<file path="config.mk">
export PLATFORM = sky130hd
export DESIGN_NAME = rsa_modexp
export DESIGN_NICKNAME = d
export VERILOG_FILES = /design/src/rtl/rsa_pkg.sv /design/src/rtl/rsa_modexp_mod_mul.sv /design/src/rtl/rsa_modexp.sv
export SDC_FILE = /design/constraint.sdc
export NUM_CORES = 1
export LEC_CHECK = 0
export BUFFER_PORTS_ARGS = -buffer_cell sky130_fd_sc_hd__buf_2
export CELL_PAD_IN_SITES_DETAIL_PLACEMENT = 1
export CELL_PAD_IN_SITES_GLOBAL_PLACEMENT = 1
export CORE_ASPECT_RATIO = 0.75
export CORE_MARGIN = 10
export CORE_UTILIZATION = 30
export DETAILED_ROUTE_END_ITERATION = 6
export PLACE_DENSITY_LB_ADDON = 0.3
export SYNTH_ARGS = -nofsm -noshare
export SYNTH_HDL_FRONTEND = slang
export SYNTH_SLANG_ARGS = --single-unit
</file>
<file path="constraint.sdc">
create_clock -name clk -period 10.6 [get_ports clk]
set_input_delay 2.12 -clock clk [delete_from_list [all_inputs] [get_ports clk]]
set_output_delay 2.12 -clock clk [all_outputs]
set_load 0.1 [all_outputs]
</file>
<file path="src/rtl/rsa_pkg.sv">
// Shared state encoding, default operand width and multiplier latency for the RSA modexp engine.
package rsa_pkg;

  localparam int RSA_W = 16;

  typedef enum logic [2:0] {
    IDLE,
    CHECK,
    MUL,
    SQR,
    DONE
  } rsa_state_t;

  // Serial multiplier latency: W shift/add iterations plus one result cycle.
  function automatic int mm_latency(input int w);
    return w + 1;
  endfunction

endpackage

</file>
<file path="src/rtl/rsa_modexp_mod_mul.sv">
// Interleaved MSB-first modular multiplier: o_p = i_a*i_b mod i_n for i_a, i_b < i_n.
// Latency mm_latency(W): operands taken with i_go, o_done pulses W+1 cycles later; i_go is only legal while !o_busy.
module mod_mul
  import rsa_pkg::*;
#(
  parameter int W = RSA_W
) (
  input  logic         clk,
  input  logic         rst_n,
  input  logic         i_go,
  input  logic [W-1:0] i_a,
  input  logic [W-1:0] i_b,
  input  logic [W-1:0] i_n,
  output logic [W-1:0] o_p,
  output logic         o_busy,
  output logic         o_done
);

  localparam int ITER = mm_latency(W) - 1;
  localparam int CW   = $clog2(ITER + 1);

  logic [W+1:0]  r_t;
  logic [W-1:0]  r_a;
  logic [W-1:0]  r_b;
  logic [W-1:0]  r_n;
  logic [CW-1:0] r_cnt;
  logic          r_run;

  logic [W-1:0]  w_a;
  logic          w_bit;
  logic [W+1:0]  w_t_in;
  logic [W+1:0]  w_n_ext;
  logic [W+1:0]  w_sum;
  logic [W+1:0]  w_s1;
  logic [W+1:0]  w_t_next;

  // The first iteration runs in the go cycle straight from the input operands,
  // so the product is ready after exactly W edges.
  always_comb begin
    w_a      = i_go ? i_a : r_a;
    w_bit    = i_go ? i_b[W-1] : r_b[W-1];
    w_t_in   = i_go ? '0 : r_t;
    w_n_ext  = {2'b00, (i_go ? i_n : r_n)};
    w_sum    = {w_t_in[W:0], 1'b0} + (w_bit ? {2'b00, w_a} : '0);
    w_s1     = (w_sum >= w_n_ext) ? (w_sum - w_n_ext) : w_sum;
    w_t_next = (w_s1 >= w_n_ext) ? (w_s1 - w_n_ext) : w_s1;
  end

  always_ff @(posedge clk or negedge rst_n) begin
    if (!rst_n) begin
      r_t   <= '0;
      r_a   <= '0;
      r_b   <= '0;
      r_n   <= '0;
      r_cnt <= '0;
      r_run <= 1'b0;
    end else if (i_go) begin
      r_t   <= w_t_next;
      r_a   <= i_a;
      r_b   <= {i_b[W-2:0], 1'b0};
      r_n   <= i_n;
      r_cnt <= CW'(1);
      r_run <= 1'b1;
    end else if (r_run) begin
      if (r_cnt == CW'(ITER)) begin
        r_run <= 1'b0;
      end else begin
        r_t   <= w_t_next;
        r_b   <= {r_b[W-2:0], 1'b0};
        r_cnt <= r_cnt + CW'(1);
      end
    end
  end

  assign o_p    = r_t[W-1:0];
  assign o_busy = r_run;
  assign o_done = r_run && (r_cnt == CW'(ITER));

endmodule

</file>
<file path="src/rtl/rsa_modexp.sv">
// Right-to-left square-and-multiply: result = msg^exp mod n over one shared mod_mul.
// RSA_CONST_TIME_EN: fixed 2+W*(1+2M) cycle latency; otherwise latency depends on the exponent bits.
module rsa_modexp
  import rsa_pkg::*;
#(
  parameter int W = RSA_W
) (
  input  logic         clk,
  input  logic         rst_n,
  input  logic         start,
  input  logic [W-1:0] msg,
  input  logic [W-1:0] exp,
  input  logic [W-1:0] n,
  output logic [W-1:0] result,
  output logic         finish,
  output logic         busy,
  output logic         err
);

  localparam int KW = $clog2(W + 1);

  rsa_state_t    r_state;
  rsa_state_t    w_next;

  logic [W-1:0]  r_n;
  logic [W-1:0]  r_exp;
  logic [W-1:0]  r_base;
  logic [W-1:0]  r_acc;
  logic [W-1:0]  r_result;
  logic [KW-1:0] r_k;
  logic          r_err;
  logic          r_err_out;

  logic          w_op_err;
  logic          w_term;
  logic          w_mm_go;
  logic          w_mm_busy;
  logic          w_mm_done;
  logic [W-1:0]  w_mm_a;
  logic [W-1:0]  w_mm_p;

`ifdef RSA_CONST_TIME_EN
  logic [W-1:0]  r_dummy;
`endif

  assign w_op_err = (n < W'(2)) || (msg >= n);

`ifdef RSA_CONST_TIME_EN
  assign w_term = (r_k == KW'(W));
`else
  assign w_term = r_err || (r_exp == '0) || (r_k == KW'(W));
`endif

  always_ff @(posedge clk or negedge rst_n) begin
    if (!rst_n) r_state <= IDLE;
    else        r_state <= w_next;
  end

  always_comb begin
    w_next = r_state;
    case (r_state)
      IDLE:  if (start) w_next = CHECK;
      CHECK: begin
        if (w_term) w_next = DONE;
`ifdef RSA_CONST_TIME_EN
        else        w_next = MUL;
`else
        else if (r_exp[0]) w_next = MUL;
        else               w_next = SQR;
`endif
      end
      MUL:   if (w_mm_done) w_next = SQR;
      SQR:   if (w_mm_done) w_next = CHECK;
      DONE:  w_next = IDLE;
      default: w_next = IDLE;
    endcase
  end

  always_comb begin
    busy    = (r_state != IDLE);
    finish  = (r_state == DONE);
    w_mm_go = ((r_state == MUL) || (r_state == SQR)) && !w_mm_busy;
    w_mm_a  = (r_state == MUL) ? r_acc : r_base;
  end

  mod_mul #(
    .W(W)
  ) u_mod_mul (
    .clk    (clk),
    .rst_n  (rst_n),
    .i_go   (w_mm_go),
    .i_a    (w_mm_a),
    .i_b    (r_base),
    .i_n    (r_n),
    .o_p    (w_mm_p),
    .o_busy (w_mm_busy),
    .o_done (w_mm_done)
  );

  always_ff @(posedge clk or negedge rst_n) begin
    if (!rst_n) begin
      r_n       <= '0;
      r_exp     <= '0;
      r_base    <= '0;
      r_acc     <= '0;
      r_result  <= '0;
      r_k       <= '0;
      r_err     <= 1'b0;
      r_err_out <= 1'b0;
`ifdef RSA_CONST_TIME_EN
      r_dummy   <= '0;
`endif
    end else begin
      case (r_state)
        IDLE: if (start) begin
          r_n    <= n;
          r_exp  <= exp;
          // Zeroed base keeps the multiplier inside its operand range on the error path.
          r_base <= w_op_err ? '0 : msg;
          r_acc  <= W'(1);
          r_k    <= '0;
          r_err  <= w_op_err;
        end
        CHECK: if (w_term) begin
          r_result  <= r_err ? '0 : r_acc;
          r_err_out <= r_err;
        end
        MUL: if (w_mm_done) begin
`ifdef RSA_CONST_TIME_EN
          if (r_exp[0]) r_acc   <= w_mm_p;
          else          r_dummy <= w_mm_p;
`else
          r_acc <= w_mm_p;
`endif
        end
        SQR: if (w_mm_done) begin
          r_base <= w_mm_p;
          r_exp  <= {1'b0, r_exp[W-1:1]};
          r_k    <= r_k + KW'(1);
        end
        default: ;
      endcase
    end
  end

  assign result = r_result;
  assign err    = r_err_out;

endmodule

</file>
==> flow_summary.json, run 1 <==
{
  "status": "complete, no violations",
  "antenna_found_initial": 0,
  "cp-start-kind": "flip-flop",
  "die_x_um": 235.6,
  "first_iter_violations": 655,
  "fill_cells": 4097,
  "async_flop_share": 1.000,
  "max_freq_mhz": 108.8,
  "maxSlewHeadroom": 0.1761,
  "hold_viol": 0,
  "worstPathRequired_ns": 10.93,
  "critical_path_class": "reg2reg",
  "numClockSinks": 160,
  "via_per_inst": 5.261,
  "worst_pin_slew_ns": 1.228,
  "crit_fanout": 64,
  "utilization": 0.3410,
  "rows": 59,
  "avgSynthCellArea_um2": 8.974,
  "clock_latency_ns": 0.45,
  "crit_top_cell": "ha_1",
  "fin_crit_sh": 0.8674,
  "grt_pass1_vias": 8928,
  "vias": 8822,
  "synthCells": 1165,
  "synth_edf_count": 0,
  "ant_nets": 0,
  "start_util": 0.3026,
  "routed_wl_um": 34070,
  "drcViolationCount": 0,
  "synth_ff_type": "dfrtp_1",
  "synth_nets": 1286,
  "wl_per_cell_um": 20.31,
  "syn_to_final_growth_pct": 12.69,
  "gp_congestion": 0.8893,
  "cts_buffers": 17,
  "clk_pin_slew_ns": 0.06,
  "tritoncts": "built",
  "cts_setup_buffers": 0,
  "synth_cell_types": 78,
  "grt_pass1_wl_um": 53390,
  "ys_warn_count": 0,
  "seqCellArea_um2": 4004,
  "ctsResizeCount": 0,
  "setup_tns_ns": 0,
  "coreArea_um2": 34550,
  "drv_cap": 0,
  "rsz0062_at_grt": "false",
  "cts_hold_buf": 0,
  "layout.cells.non_filler": 1677,
  "critPathArrivalTime_ns": 9.52,
  "numPlacedInstances": 1644,
  "max-clock-path-buffers": 2,
  "grt_start_max_net_pins": 83,
  "finalCriticalPeriod_ns": 9.194,
  "hp-class": "reg2reg",
  "syn-cell-area_um2": 10460,
  "drive_gt1_frac": 0.1444,
  "end_kind": "flip-flop",
  "grt.overflow.total": 0,
  "crit_slowest_cell": "a211o_1",
  "drtPass1Iterations": 4,
  "numPortBuffers": 69,
  "ys_seq_area_frac": 0.3830,
  "finalSetupViolations": 0,
  "multiInputGateArea_um2": 5986,
  "ys_seq_elements": 160,
  "slew_viol_final": 0,
  "dpl.hpwl_um": 26130,
  "reg2reg_from": "r_state[2]",
  "fin_nets": 1327,
  "hp-start": "result[12]",
  "die_area_um2": 42790,
  "fp.dieH_um": 181.7,
  "critPathMaxStageDelay_ns": 0.76,
  "num_io_pins": 70,
  "finClkSkew_ns": 0.01216,
  "grt_usage": 0.1574,
  "worstSetupStartpoint": "r_state[2]",
  "clockRootBuffer": "clkbuf_16",
  "ctsHtreeMaxLevel": 4
}
-- synth_stat cells, drive strengths merged, types with 10 or more instances --
master | number | area [um^2]
xnor2 | 23 | 201.4
nand2 | 159 | 599.3
xor2 | 15 | 131.4
mux2 | 31 | 367.8
nand3 | 46 | 230.2
a21o | 23 | 172.7
o22ai | 16 | 100.1
nand4 | 25 | 156.4
o21ai | 91 | 455.4
a21oi | 47 | 235.2
nand2b | 24 | 150.1
dfrtp | 160 | 4004
buf | 16 | 106.3
nor2 | 53 | 209.0
ha | 67 | 838.3
inv | 56 | 210.2
a31oi | 37 | 231.5
mux2i | 35 | 366.6
o211ai | 19 | 197.7
nor4 | 10 | 62.56
nor3 | 14 | 75.07
nor2b | 22 | 137.6
and2 | 37 | 234.0
clkbuf | 46 | 172.7
-- cell families (layout without fill, tap and decap cells) --
group,Yosys count,after routing,synth area share
AO/OA/AOI/OAI,295,295,0.1859
other,0,1,0
multiplexers,66,66,0.07025
AND/OR/NAND/NOR,418,418,0.1964
buffers and inverters,118,172,0.04679
flip-flops,160,160,0.3830
adder cells (fa/ha/maj),70,70,0.08593
XOR/XNOR,38,38,0.03183
-- critical path: cells and delay by family, from the launching register on --
kind                       cells  cell delay [ns]
AOI/OAI and AO/OA             16             4.53
and+or+nand+nor                8             1.91
adders and majority gates      3             1.17
DFF                            1             0.49
buffers and inverters          2             0.49
muxes                          1             0.43
-- registers in the layout, summed over array words and instances, names as in the netlist, 15 cells and up --
signal	count
u_mod_mul.r_b	15
r_n	16
r_base	16
u_mod_mul.r_t	17
u_mod_mul.r_n	16
r_acc	16
r_exp	16
result	16
u_mod_mul.r_a	16
-- stage by stage --
| step | setup WS [ns] | instance area [um^2] | hold WS [ns] |
|---|---|---|---|
| 5_1_grt | 0.7689 | 11780 | 0.5109 |
| 2_1_floorplan | 3.296 | 10460 | 0.4463 |
| 4_1_cts | 1.422 | 11780 | 0.4819 |
| 3_3_place_gp | 1.815 | 11240 | 0.4595 |
| 3_5_place_dp | 1.461 | 11240 | 0.4671 |
| 6_report | 1.406 | 11780 | 0.4743 |
-- cell type report --
type | instances | share of cell area
clock inverter | 13 | 0.008496
inverter | 56 | 0.01784
clock buffer | 19 | 0.03760
sequential | 160 | 0.3398
timing repair buffer | 84 | 0.03940
tap | 457 | 0.04853
multi-input combinational | 887 | 0.5081
antenna | 1 | 0.0002124
-- layout by cell type (no fill, tap or decap), types with 16 or more instances in the layout --
cell,netlist,layout
a21o_1,23,23
a21oi_1,47,46
a31oi_1,37,37
and2_1,35,35
buf_2,7,68
clkbuf_16,0,17
dfrtp_1,160,160
ha_1,67,67
inv_1,55,55
mux2_2,24,24
mux2i_1,33,33
nand2_1,158,158
nand2b_1,24,24
nand3_1,46,46
nand4_1,25,25
nor2_1,51,50
nor2b_1,22,22
o21ai_0,88,88
o22ai_1,16,16
xnor2_1,23,23
-- path summary, 6_finish.rpt --
check	end	slack, ns	cells after the start
worst max-delay path	u_mod_mul.r_t[9]	1.41	30
worst min-delay path	result[12]	0.47	2
worst max register to register	u_mod_mul.r_t[9]	1.41	30
worst min register to register	result[12]	0.47	2
max in group asynchronous	u_mod_mul.r_t[7]	7.82	2
min in group asynchronous	result[1]	1.58	1
-- per-layer routing --
layer,up-vias,GRT usage,part of all wire
li1,4239,-,-
met1,4428,0.2401,0.54
met2,134,0.2227,0.41
met3,21,0.03590,0.041
met4,0,0.02201,0.0065
met5,-,0,0
Power of run 1 is not shown: default switching activity piles up to over one toggle a cycle in this logic, so the estimate is an artifact.
==> run 2, diff against run 1 <==
--- a/config.mk
+++ b/config.mk
@@ -8,7 +8,7 @@
 export BUFFER_PORTS_ARGS = -buffer_cell sky130_fd_sc_hd__buf_2
 export CELL_PAD_IN_SITES_DETAIL_PLACEMENT = 1
 export CELL_PAD_IN_SITES_GLOBAL_PLACEMENT = 1
-export CORE_ASPECT_RATIO = 0.75
+export CORE_ASPECT_RATIO = 0.8
 export CORE_MARGIN = 10
 export CORE_UTILIZATION = 30
 export DETAILED_ROUTE_END_ITERATION = 6
==> flow_summary.json, run 2 (synthesis gave the netlist of run 1 again) <==
{
  "final_common_cell": "dfrtp_1",
  "gp_congestion": 0.8739,
  "start_util": 0.3024,
  "grt_start_max_net_pins": 89,
  "worstSetupStartpoint": "r_state[2]",
  "worstPathRequired_ns": 10.94,
  "clk_pin_slew_ns": 0.07,
  "crit_top_cell": "ha_1",
  "tritoncts": "built",
  "critPathArrivalTime_ns": 9.92,
  "drv_cap": 0,
  "cts_hold_buf": 0,
  "rsz0062_at_grt": "false",
  "crit_fanout": 40,
  "finalSetupViolations": 0,
  "fin_nets": 1327,
  "cts_buffers": 17,
  "ctsResizeCount": 0,
  "antenna_found_initial": 0,
  "max_freq_mhz": 104.4,
  "vias": 8781,
  "grt_pass1_vias": 8952,
  "ctsHtreeMaxLevel": 4,
  "cts_setup_buffers": 0,
  "critPathMaxStageDelay_ns": 0.75,
  "largest_reg_flops": 17,
  "clock_latency_ns": 0.45,
  "hold_viol": 0,
  "clockRootBuffer": "clkbuf_16",
  "slew_viol_final": 0,
  "setup_tns_ns": 0,
  "numClockSinks": 160,
  "worst_pin_slew_ns": 1.069,
  "coreArea_um2": 34570,
  "fin_crit_sh": 0.9034,
  "ant_nets": 0,
  "drive_gt1_frac": 0.1437,
  "n_antenna_cell": 0,
  "drtPass1Iterations": 5,
  "status": "complete, no violations",
  "cp-start-kind": "flip-flop",
  "die_area_um2": 42760,
  "placed_area_um2": 11250,
  "hold_slack_ns": 0.4725,
  "final_cell_mix": "160 x dfrtp_1, 158 x nand2_1, 88 x o21ai_0",
  "dpl.hpwl_um": 26150,
  "crit_slowest_cell": "a211o_1",
  "finalCriticalPeriod_ns": 9.576,
  "fp.dieH_um": 187.0,
  "wl_per_cell_um": 20.31,
  "grt_usage": 0.1612,
  "utilization": 0.3455,
  "rows": 61,
  "first_iter_violations": 630,
  "reg2reg_from": "r_state[2]",
  "max-clock-path-buffers": 2,
  "end_kind": "flip-flop",
  "die_x_um": 228.7,
  "hp-start": "result[8]",
  "drcViolationCount": 0,
  "grt.overflow.total": 0,
  "num_io_pins": 70,
  "top_register": "u_mod_mul.r_t",
  "routed_wl_um": 34330,
  "critical_path_class": "reg2reg",
  "via_per_inst": 5.196,
  "syn_to_final_growth_pct": 14.24,
  "hp-class": "reg2reg",
  "maxSlewHeadroom": 0.2864,
  "numPortBuffers": 69,
  "grt_pass1_wl_um": 54170,
  "finish.instance_area_um2": 11940,
  "finClkSkew_ns": 0.008213
}
==> run 2: changes by cell type in the layout (fill, tap and decap cells not counted) <==
cell,before,now
inv_6,6,0
clkinvlp_4,5,1
bufinv_16,0,7
diode_2,1,0
clkinv_2,2,1
inv_8,0,1
clkinv_4,0,3
clkbuf_8,1,0
==> run 2: layout make-up <==
cell class                 instances  area [um^2]
clock buffer                      18        429.2
clock inverter                    13        260.3
fill                            4045        22630
inverter                          56        210.2
multi-input combinational        887         5986
sequential                       160         4004
tap                              472        590.6
timing repair buffer              84        464.2
==> run 2: worst paths after layout <==
path                                    end  slack (ns)  depth (start not counted)
max                        u_mod_mul.r_t[9]        1.02                         29
min                               result[8]        0.47                          2
max reg2reg                u_mod_mul.r_t[9]        1.02                         29
min reg2reg                       result[8]        0.47                          2
max in group asynchronous  u_mod_mul.r_t[6]        7.39                          2
min in group asynchronous         result[5]        1.71                          1
==> run 2: metal layers <==
layer,track usage,routed length (um),vias up
met5,0,0,-
met4,0.03199,301,0
met3,0.03744,1509,24
met2,0.2316,14620,139
met1,0.2389,17900,4363
li1,-,-,4255
==> run 2: through the flow <==
step                cells  worst slack [ns]
floorplan            1165             3.296
global placement     1659             1.507
detailed placement   1659             1.175
CTS                  1690             1.130
global route         1690            0.3530
finish               1690             1.024
==> run 2: worst max-delay path, delay by kind of cell, from the launching register on <==
kind	cells	cell delay (ns)
AOI/OAI and AO/OA	15	4.42
and+or+nand+nor	7	1.99
adders and majority gates	4	1.39
DFF	1	0.55
buffers and inverters	1	0.51
muxes	1	0.44
xor gates and xnor gates	1	0.13
Power of run 2 is left out for the same reason.
